## config.mk

```make
export PLATFORM = sky130hd
export DESIGN_NAME = rd53_tx_frame_mux
export DESIGN_NICKNAME = d
export VERILOG_FILES = /design/src/rtl/rd53_tx_frame_mux.sv
export SDC_FILE = /design/constraint.sdc
export NUM_CORES = 1
export LEC_CHECK = 0
export ABC_AREA = 1
export BUFFER_PORTS_ARGS = -buffer_cell sky130_fd_sc_hd__buf_2
export CORE_ASPECT_RATIO = 0.75
export CORE_MARGIN = 4
export CORE_UTILIZATION = 60
export DETAILED_ROUTE_END_ITERATION = 8
export PLACE_DENSITY = 0.77
export SYNTH_ARGS = -nofsm -noshare
export SYNTH_HDL_FRONTEND = slang
export SYNTH_SLANG_ARGS = --single-unit
```

## constraint.sdc

```tcl
create_clock -name clk -period 4 [get_ports clk]
set_input_delay 0.6 -clock clk [delete_from_list [all_inputs] [get_ports clk]]
set_output_delay 0.6 -clock clk [all_outputs]
set_load 0.005 [all_outputs]
```

## src/rtl/rd53_tx_frame_mux.sv

```systemverilog
// rd53_tx_frame_mux: NUM_CH word streams, each with its own FIFO, round-robin
// merged onto one registered transceiver word bus. Cycles with no payload
// carry a comma idle word, and a K-character sync burst is inserted at a
// fixed period.

// Per-channel FIFO. When full, it drops the incoming word and flags it.
module rd53_tx_frame_mux_fifo #(
  parameter int DATA_W = 16,
  parameter int DEPTH  = 16
) (
  input  logic              clk,
  input  logic              rst_n,
  input  logic              wr_vld,
  input  logic [DATA_W-1:0] wr_data,
  input  logic              rd_en,
  output logic              wr_rdy,
  output logic              empty,
  output logic [DATA_W-1:0] rd_data,
  output logic              drop
);
  localparam int AW = $clog2(DEPTH);
  localparam int CW = AW + 1;

  logic [DATA_W-1:0] mem [DEPTH];
  logic [AW-1:0]     wr_ptr, rd_ptr;
  logic [CW-1:0]     count;
  logic              wr_en;

  // Ready comes from the registered count, so a full FIFO refuses a write
  // even in a cycle where it is popped.
  assign wr_rdy  = (count != CW'(DEPTH));
  assign empty   = (count == '0);
  assign wr_en   = wr_vld & wr_rdy;
  assign drop    = wr_vld & ~wr_rdy;
  assign rd_data = mem[rd_ptr];

  // Pointers wrap naturally because DEPTH is a power of 2. The count is
  // unchanged on a simultaneous read and write.
  always_ff @(posedge clk or negedge rst_n) begin
    if (!rst_n) begin
      wr_ptr <= '0;
      rd_ptr <= '0;
      count  <= '0;
    end else begin
      if (wr_en) wr_ptr <= wr_ptr + 1'b1;
      if (rd_en) rd_ptr <= rd_ptr + 1'b1;
      case ({wr_en, rd_en})
        2'b10:   count <= count + 1'b1;
        2'b01:   count <= count - 1'b1;
        default: ;
      endcase
    end
  end

  // Storage array. It has no reset because the pointers alone define what is valid.
  always_ff @(posedge clk) begin
    if (wr_en) mem[wr_ptr] <= wr_data;
  end
endmodule

module rd53_tx_frame_mux #(
  parameter int                    DATA_W      = 16,
  parameter int                    NUM_CH      = 4,
  parameter int                    DEPTH       = 16,
  parameter int                    SYNC_PERIOD = 1024,
  parameter int                    SYNC_LEN    = 4,
  parameter logic [DATA_W-1:0]     IDLE_WORD   = 16'h00BC,
  parameter logic [DATA_W/8-1:0]   IDLE_K      = 2'b01,
  parameter logic [DATA_W-1:0]     SYNC_WORD   = 16'hBCBC,
  localparam int                   CH_W        = (NUM_CH > 1) ? $clog2(NUM_CH) : 1
) (
  input  logic                     clk,
  input  logic                     rst_n,
  input  logic [NUM_CH*DATA_W-1:0] in_data,
  input  logic [NUM_CH-1:0]        in_valid,
  output logic [NUM_CH-1:0]        in_ready,
  input  logic                     out_en,
  output logic [DATA_W-1:0]        tx_data,
  output logic [DATA_W/8-1:0]      tx_charisk,
  output logic                     tx_valid,
  output logic [CH_W-1:0]          tx_ch,
  output logic [NUM_CH-1:0]        ovf,
  input  logic                     clr_ovf
);
  localparam int K_W  = DATA_W / 8;
  localparam int SC_W = (SYNC_PERIOD > 1) ? $clog2(SYNC_PERIOD) : 1;
  localparam int BC_W = $clog2(SYNC_LEN) + 1;

  typedef enum logic [1:0] {INIT_SYNC, RUN, SYNC} state_t;

  state_t                         state, state_nxt;
  logic [SC_W-1:0]                sync_cnt, sync_nxt;
  logic [BC_W-1:0]                burst_cnt, burst_nxt;
  logic [CH_W-1:0]                last_grant, lg_nxt, gnt, ch_nxt;
  logic                           any_req, vld_nxt;
  logic [DATA_W-1:0]              data_nxt;
  logic [K_W-1:0]                 k_nxt;
  logic [NUM_CH-1:0]              empty, pop, drop;
  logic [NUM_CH-1:0][DATA_W-1:0]  head;

  for (genvar c = 0; c < NUM_CH; c++) begin : g_ch
    rd53_tx_frame_mux_fifo #(.DATA_W(DATA_W), .DEPTH(DEPTH)) u_fifo (
      .clk     (clk),
      .rst_n   (rst_n),
      .wr_vld  (in_valid[c]),
      .wr_data (in_data[c*DATA_W +: DATA_W]),
      .rd_en   (pop[c]),
      .wr_rdy  (in_ready[c]),
      .empty   (empty[c]),
      .rd_data (head[c]),
      .drop    (drop[c])
    );
  end

  // Round-robin search. Pick the first non-empty channel after last_grant.
  always_comb begin
    int              idx_i;
    logic [CH_W-1:0] idx;
    any_req = 1'b0;
    gnt     = last_grant;
    idx_i   = 0;
    idx     = '0;
    for (int i = 1; i <= NUM_CH; i++) begin
      idx_i = (int'(last_grant) + i) % NUM_CH;
      idx   = CH_W'(idx_i);
      if (!any_req && !empty[idx]) begin
        any_req = 1'b1;
        gnt     = idx;
      end
    end
  end

  // Next state and next output word. When out_en is low, everything freezes
  // and the output is idle.
  always_comb begin
    state_nxt = state;
    sync_nxt  = sync_cnt;
    burst_nxt = burst_cnt;
    lg_nxt    = last_grant;
    ch_nxt    = tx_ch;
    pop       = '0;
    data_nxt  = IDLE_WORD;
    k_nxt     = IDLE_K;
    vld_nxt   = 1'b0;
    if (out_en) begin
      case (state)
        INIT_SYNC, SYNC: begin
          data_nxt = SYNC_WORD;
          k_nxt    = '1;
          if (burst_cnt == BC_W'(SYNC_LEN - 1)) begin
            state_nxt = RUN;
            burst_nxt = '0;
            sync_nxt  = '0;
          end else begin
            burst_nxt = burst_cnt + 1'b1;
          end
        end
        default: begin
          if (any_req) begin
            pop[gnt] = 1'b1;
            data_nxt = head[gnt];
            k_nxt    = '0;
            vld_nxt  = 1'b1;
            ch_nxt   = gnt;
            lg_nxt   = gnt;
          end
          if (sync_cnt == SC_W'(SYNC_PERIOD - 1)) begin
            state_nxt = SYNC;
            sync_nxt  = '0;
          end else begin
            sync_nxt = sync_cnt + 1'b1;
          end
        end
      endcase
    end
  end

  // Registers for the state, the counters and the transmit word. A sticky
  // overflow set wins over clr_ovf.
  always_ff @(posedge clk or negedge rst_n) begin
    if (!rst_n) begin
      state      <= INIT_SYNC;
      sync_cnt   <= '0;
      burst_cnt  <= '0;
      last_grant <= CH_W'(NUM_CH - 1);
      tx_data    <= IDLE_WORD;
      tx_charisk <= IDLE_K;
      tx_valid   <= 1'b0;
      tx_ch      <= '0;
      ovf        <= '0;
    end else begin
      state      <= state_nxt;
      sync_cnt   <= sync_nxt;
      burst_cnt  <= burst_nxt;
      last_grant <= lg_nxt;
      tx_data    <= data_nxt;
      tx_charisk <= k_nxt;
      tx_valid   <= vld_nxt;
      tx_ch      <= ch_nxt;
      ovf        <= (clr_ovf ? '0 : ovf) | drop;
    end
  end
endmodule

```

==> results.md, run 1 <==
- DRT iter0 DRCs: slightly above 4000
- Relative slew slack: between 10% and 20%
- Via density per instance: ~6
- Worst path arrival time: 4280 ps
- Via count: 29900
- First-pass GRT wire length: about 170000 microns
- Num ports: slightly above 100
- CP Buf/Inv Count: 3
- Most frequent cells in the layout: edfxtp_1 (1024), nand2_1 (745), nand3_1 (365)
- HPWL Detailed: about 64000 microns
- Final hold viol count: 0
- Nets: about 4000
- Total track usage: approximately 28%
- Largest family of logic cells by synthesized area: simple AND/OR/NAND/NOR gates
- Slew Limit Fails: 0
- Post-CTS setup buffer count: 0
- Fin worst setup slack: ~250 ps
- Layout area overhead: 11.9%
- Post-synth EDFFs: 1024
- Remaining global-route overflow: 0
- Syn Area/Cell: ~12 sq um
- Critical Path, Cell by Cell: xor2_4 > nand3_2 > nand2_4 > nand3_1 > nand2_1 > nand2_1 > nand2_4 > inv_2 > nand2_2 > inv_2 > ha_1 > fa_1 > a21o_1 > a21oi_1 > inv_1 > a21oi_1 > o21ai_0 > xor2_1
- Number of cell rows: 87
- Least-Margin Pin Slew: 1290 ps
- Synth Flop Type: edfxtp_1
- Crit Path Category: reg2reg
- CTS root buf: clkbuf_16
- Mux cell area share after synthesis: less than 1%
- DRT met1 WL: ~46000 microns
- Proportion of synthesized chip area in sequential cells: 72.7%
- CP top delay family: simple AND/OR/NAND/NOR gates
- Critical Path RT: ~4500 ps
- Synth area leader: edfxtp_1
- Die Area: ~80000 sq um
- Fmax: 0.267 GHz
- Vias in the first global route: about 28000
- Worst Setup End Kind: register
- Post-Place Cells: around 4700
- Final Setup Violations: 0
- Initial core utilization: around 61%
- Syn Nets: ~3800
- Initial antenna violation count: 10
- Post-synth ARST share: about 8.3%
- Leakage Power: between 15 and 20 nW
- Drt first pass iters: 6
- Slowest cell on the critical path: dfstp_2
- Syn. warnings: 0
- Clk_lat worst skew: between 600 and 700 ps
- Die W: between 300 and 400 microns
- RSZ-0062 raised after global routing: false
- Drt wl/cell: 22.9 microns
- Synthesized area: approximately 46000 sq um
- Flops & latches, synth: approximately 1100
- Clock Sinks: around 1100
- Complex-gate fraction of the synthesized area: under 10%
- Routed WL: around 110000 microns
- Xor/xnor share of the synthesized area: less than 1%
- Core area: ~75000 sq um
- Adder-Cell Fraction of Synth Area: 1.22%
- CP max FO: 19
- Final cell count without fillers: around 4900
- Wire length on met3: ~13000 microns
- Post-route cell area: 51000 sq um
- Die height: 247 microns
- Port buffer count: 100
- Setup Skew: roughly 28 ps
- H-tree levels: 3
- Sum Neg Setup Slack: 0 ps
- Synth cell types: 50
- PD cells: between 700 and 800 nW/um^2
- Clock tree buffer depth: 3
- Top post-synthesis cells by area: edfxtp_1 (68%), nand2_1 (6.1%), dfrtp_1 (4.7%)
- Syn Inst Count: roughly 3700
- DRC violations left: 0
- Clock slew at reported path FFs: ~70 ps
- CP max stage delay: approximately 750 ps
- Highest routed layer: met5
- CTS tree: done
- Max VDD drop: approximately 0.53 mV
- Placed cell areas: approximately 48000 sq um
- Yosys top cell area share: 67.5%
- Startpoint Class: register
- Outcome: finished clean
- Tmin final: approximately 3700 ps
- Share of cells above drive strength 1: 12.4%
- Cts bufs inserted: roughly 100
- Largest net degree at the start of global routing: 86
- Worst slack at placement: 290 ps
- Most common cell after layout, fill and taps aside: edfxtp_1
- WHS: about 170 ps
- DR WL met2: 50900 microns
- Routability cong.: just under 0.9
- Tcrit/Tclk final: ~94%
- Maxcap violations: 0
- Final antenna-violating net count: 0
- Synth Area in Simple Gates: between 10 and 15%
- Hold crit path type: in2reg
[synth_stat cells (all sizes together) (3+ instances only)]
| master | count |
|---|---|
| edfxtp | 1024 |
| nand2 | 757 |
| nor2 | 397 |
| nand3 | 368 |
| o21ai | 318 |
| clkbuf | 169 |
| o22ai | 111 |
| inv | 105 |
| dfrtp | 85 |
| a21oi | 83 |
| buf | 47 |
| ha | 38 |
| o221ai | 33 |
| mux2i | 26 |
| xor2 | 26 |
| o211ai | 23 |
| nand4 | 17 |
| a32o | 14 |
| a22o | 10 |
| xnor2 | 9 |
| dfstp | 8 |
| a211oi | 5 |
| a21o | 5 |
| or2 | 5 |
| a31oi | 4 |
| fa | 4 |
| clkinv | 3 |
[metrics by stage]
stage	total power (W)	utilization, %
final	0.0378	67.7
after global routing	0.0396	67.7
after CTS	0.0376	67.7
after detailed placement	0.0277	63.2
after global placement	0.0274	63.2
after floorplan	0.0233	-
[worst register-to-register path, stage by stage, from the launching register on]
cell and delay (ps):
dfstp_2 750, xor2_4 280, nand3_2 140, nand2_4 120, nand3_1 100, nand2_1 70, nand2_1 80, nand2_4 210
inv_2 170, nand2_2 150, inv_2 70, ha_1 280, fa_1 450, a21o_1 190, a21oi_1 120, inv_1 70
a21oi_1 100, o21ai_0 110, xor2_1 160
[path summary, 6_finish.rpt]
check | from | to | slack, ps | cells past startpoint
max in group asynchronous | rst_n | tx_charisk[0] | 2640 | 3
min in group asynchronous | rst_n | ovf[0] | 540 | 2
setup / recovery | last_grant[0] | g_ch[3].u_fifo.count[4] | 250 | 18
hold / removal | clr_ovf | ovf[2] | 170 | 2
hold reg to reg | tx_ch[0] | tx_ch[0] | 500 | 2
setup reg to reg | last_grant[0] | g_ch[3].u_fifo.count[4] | 250 | 18
[flip-flops by register name (all words and copies together), names as in the netlist]
signal and flops:
last_grant 2, tx_data 16, burst_cnt 3, state 1, tx_ch 2, sync_cnt 10, g_ch.u_fifo.rd_ptr 16, tx_valid 1
g_ch.u_fifo.wr_ptr 16, g_ch.u_fifo.mem 1024, ovf 4, tx_charisk 2, g_ch.u_fifo.count 20
[per-layer routing]
metal | vias to the layer above | track usage [%]
li1 | 13600 | -
met5 | - | 0
met4 | 10 | 8.54
met1 | 14400 | 41.2
met3 | 209 | 6.44
met2 | 1668 | 41.8
[cell type report]
class                           count  area, sq um
Timing Repair Buffer              216         1450
Multi-Input combinational cell   2267        11300
Fill cell                        5259        24300
Antenna cell                        4         10.0
Sequential cell                  1117        33100
Inverter                          108          414
Tap cell                         1023         1280
Clock buffer                      123         2720
Clock inverter                     68          667
[cell families after synthesis]
logic type      count (synthesis)
flops                        1117
mux                            26
buf+inv                       324
simple gates                 1549
compound gates                615
fa+ha+maj                      42
xor+xnor                       35
[repair_timing]
item | 4_1_cts | 5_1_grt
hold buffers | 1 | 0
endpoints found under the setup margin | 0 | 2
resized for setup | 0 | 1
hold endpoints to repair | 24 | 0
[power by group]
part	switching (W)	internal, W
sequential	0.000796	0.0142
clock	0.00425	0.00562
combinational	0.00919	0.00368
total	0.0142	0.0235
No activity file was read; power rests on OpenSTA's default activity.
==> run 2, diff against run 1 <==
--- a/config.mk
+++ b/config.mk
@@ -5,7 +5,6 @@
 export SDC_FILE = /design/constraint.sdc
 export NUM_CORES = 1
 export LEC_CHECK = 0
-export ABC_AREA = 1
 export BUFFER_PORTS_ARGS = -buffer_cell sky130_fd_sc_hd__buf_2
 export CORE_ASPECT_RATIO = 0.75
 export CORE_MARGIN = 4
==> run 2 against run 1 <==
Count of clock-buffer cells in the layout grew 13. Global-route usage shrank 2.2 points. Register-to-register slack lost 50 ps. Largest power group unchanged.
==> results.md, run 2 <==
- Outcome: finished clean
- CTS root buf: clkbuf_16
- Via count: 22300 (-25%)
- Syn. warnings: 0 (unchanged)
- Syn Area/Cell: 20.0 sq um (+63%)
- DRC violations left: 0 (unchanged)
- Leakage Power: 16.7 nW (-9.3%)
- Final antenna-violating net count: 0 (unchanged)
- Most frequent cells in the layout: edfxtp_1 (1024), mux4_2 (239), buf_4 (124)
- Drt first pass iters: 5 (-1)
- Worst reg2reg startpoint: g_ch[1].u_fifo.count[2]
- Routed WL: 98300 microns (-13%)
- Number of flip-flops in the largest register: 1024 (unchanged)
- Vias in the first global route: 22700 (-19%)
- Share of cells above drive strength 1: 28.0% (+16 points)
- Total track usage: 25.7% (-2.2 points)
- Tmin final: 3800 ps (+50.3 ps)
- Global routing met1 resource utilization: 37.4% (-3.8 points)
- Synthesized area: 44000 sq um (-3.4%)
- Synth area leader: edfxtp_1
- DRT iter0 DRCs: 2599 (-36%)
- Number of cell rows: 85 (-2.3%)
- Tcrit/Tclk final: 94.9% (+1.3 points)
- Routability cong.: 0.893 (+1.1%)
- Synth Flop Type: edfxtp_1
- CTS tree: done
- Largest net degree at the start of global routing: 66 (-23%)
- GRT met3 Usage: 6.75% (+0.31 points)
- GR peak layer: met2
- Slew Limit Fails: 0 (unchanged)
- Fill count: 4383 (-17%)
- Hold crit path type: in2async
- Port buffer count: 100 (unchanged)
- Placed cell areas: 46300 sq um (-2.6%)
- Drt wl/cell: 28.5 microns (+24%)
- Nets: 2526 (-36%)
- Cell with the most instances after synthesis: edfxtp_1
- Top post-synthesis cells by area: edfxtp_1 (70%), mux4_2 (12%), dfrtp_1 (4.8%)
- Setup Skew: 24.4 ps (-3.09 ps)
- Post-synth ARST share: 8.33% (unchanged)
- Sum Neg Setup Slack: 0 ps (unchanged)
- Initial core utilization: 60.9% (+0.36 points)
- Cts bufs inserted: 102 (unchanged)
- HPWL Detailed: 61300 microns (-4.8%)
- H-tree levels: 3 (unchanged)
- Fmax: 0.263 GHz (-1.3%)
- Top reg by flops: g_ch.u_fifo.mem
- First-pass GRT wire length: 147000 microns (-13%)
- R2R Path End: g_ch[2].u_fifo.count[4]
- Clock slew at reported path FFs: 60 ps (about the same)
- Clock tree buffer depth: 3 (unchanged)
- Relative slew slack: 20.0% (+6.2 points)
- Most common cell after layout, fill and taps aside: edfxtp_1
- Clk_lat worst skew: 670 ps (about the same)
- RSZ-0062 raised after global routing: false
- Final Setup Violations: 0 (unchanged)
- Maxcap violations: 0 (unchanged)
- Post-CTS setup buffer count: 0 (unchanged)
- Post-synth top cells: edfxtp_1 (1024), mux4_2 (239), nand2_1 (90)
- Crit Path Category: reg2reg
- Core area: 72200 sq um (-4.0%)
- Clock Sinks: 1117 (unchanged)
- Final hold viol count: 0 (unchanged)
- Flops & latches, synth: 1117 (unchanged)
- PD cells: 719 nW/um^2 (-3.0%)
- Post-synth EDFFs: 1024 (unchanged)
- Layout area overhead: 12.8%
- Max VDD drop: 0.454 mV (-14%)
- Yosys top cell area share: 69.9% (+2.4 points)
- Critical Path RT: 4590 ps (+50 ps)
- Syn Inst Count: 2195 (-41%)
- Worst path arrival time: 4390 ps (+110 ps)
- Syn Nets: 2309 (-40%)
- Die Area: 77700 sq um (-3.3%)
- Reg2reg path depth: 14 (-4)
- CP max FO: 7 (-12)
- Biggest regs: g_ch.u_fifo.mem x1024, g_ch.u_fifo.count x20
- Met2 Use GR: 39.7% (-2.1 points)
- Least-Margin Pin Slew: 1200 ps (-96.3 ps)
- Startpoint Class: register
- Initial antenna violation count: 10 (unchanged)
- Proportion of synthesized chip area in sequential cells: 75.3% (+2.6 points)
- Die height: 242 microns (-1.7%)
- R2R setup slack: 200 ps (-50 ps)
- Post-route cell area: 49600 sq um (-2.7%)
- Via density per instance: 6.46 (+6.6%)
- Num ports: 101 (unchanged)
- Worst Setup End Kind: register
- Remaining global-route overflow: 0 (unchanged)
- Synth cell types: 57 (+14%)
- Die W: 321 microns (-1.7%)
[run 2: cell count changes after synthesis, sizes merged, moves of 70 or more]
cell and change:
nor2 -320, nand3 -341, o22ai -102, nand2 -667
o21ai -290, inv -70, mux4 +239, clkbuf -115
[run 2: power by group]
part / total [W] / switching (W) / leakage, nW / internal [W]
clock network: 0.00949 / 0.00416 / 1.58 / 0.00534
logic: 0.0105 / 0.00591 / 4.75 / 0.00460
registers: 0.0156 / 0.00137 / 10.4 / 0.0143
[run 2: area by class of cell]
class / instances / area (sq um) / share of cell area, %
Multi-Input combinational cell: 929 / 10400 / 21.0
Antenna cell: 2 / 5.00 / 0.0101
Clock inverter: 48 / 457 / 0.921
Timing Repair Buffer: 227 / 1510 / 3.04
Tap cell: 957 / 1200 / 2.41
Inverter: 35 / 131 / 0.265
Clock buffer: 136 / 2780 / 5.61
Sequential cell: 1117 / 33100 / 66.8
[run 2: per-layer routing]
layer  vias to the layer above  routed length, microns
li1                       9415                       -
met1                     11600                   38800
met2                      1109                   46800
met3                       163                   10200
met4                        12                    2400
met5                         -                      71
[run 2: cells by family after synthesis]
group	synth area share [%]
compound gates	3.53
xor+xnor	0.976
fa+ha+maj	1.26
buf+inv	1.49
flops	75.3
mux	14.4
simple gates	3.09
[run 2: worst max-delay path by stage]
stage / startpoint / to / slack, ps / cells after the start
3_5_place_dp: g_ch[3].u_fifo.count[0] / g_ch[0].u_fifo.count[4] / 260 / 14
3_3_place_gp: g_ch[1].u_fifo.count[2] / g_ch[2].u_fifo.count[4] / 420 / 14
5_1_grt: g_ch[1].u_fifo.count[2] / g_ch[2].u_fifo.count[4] / 10 / 14
6_report: g_ch[1].u_fifo.count[2] / g_ch[2].u_fifo.count[4] / 200 / 14
2_1_floorplan: g_ch[3].u_fifo.count[0] / g_ch[3].u_fifo.count[4] / 670 / 13
4_1_cts: g_ch[3].u_fifo.count[0] / g_ch[0].u_fifo.count[4] / 140 / 14
[run 2: critical path, cell delays in order (launching register included)]
cell and delay [ps]:
dfrtp_1 410, or4_1 590, nor4_2 430, nor4bb_2 130, or2_1 350, nor2_1 300
ha_1 320, inv_1 110, fa_1 410, inv_1 80, a21o_1 110, a21oi_1 80
xnor2_1 120, nor2_1 120, xor2_1 160
[run 2: stage by stage]
step	cells	hold slack, ps	total power [W]	setup slack [ps]	util, %
after global placement	3265	457	0.0258	416	64.2
after floorplan	2195	304	0.0224	672	-
after detailed placement	3265	482	0.0262	262	64.2
final	3451	31.1	0.0356	204	68.7
after CTS	3449	39.2	0.0357	141	68.6
after global routing	3450	80.6	0.0371	11.9	68.7
[run 2: timing repair]
action | 4_1_cts | 5_1_grt
hold buffers | 0 | 0
gates resized for setup | 0 | 3
endpoints found under the setup margin | 0 | 4
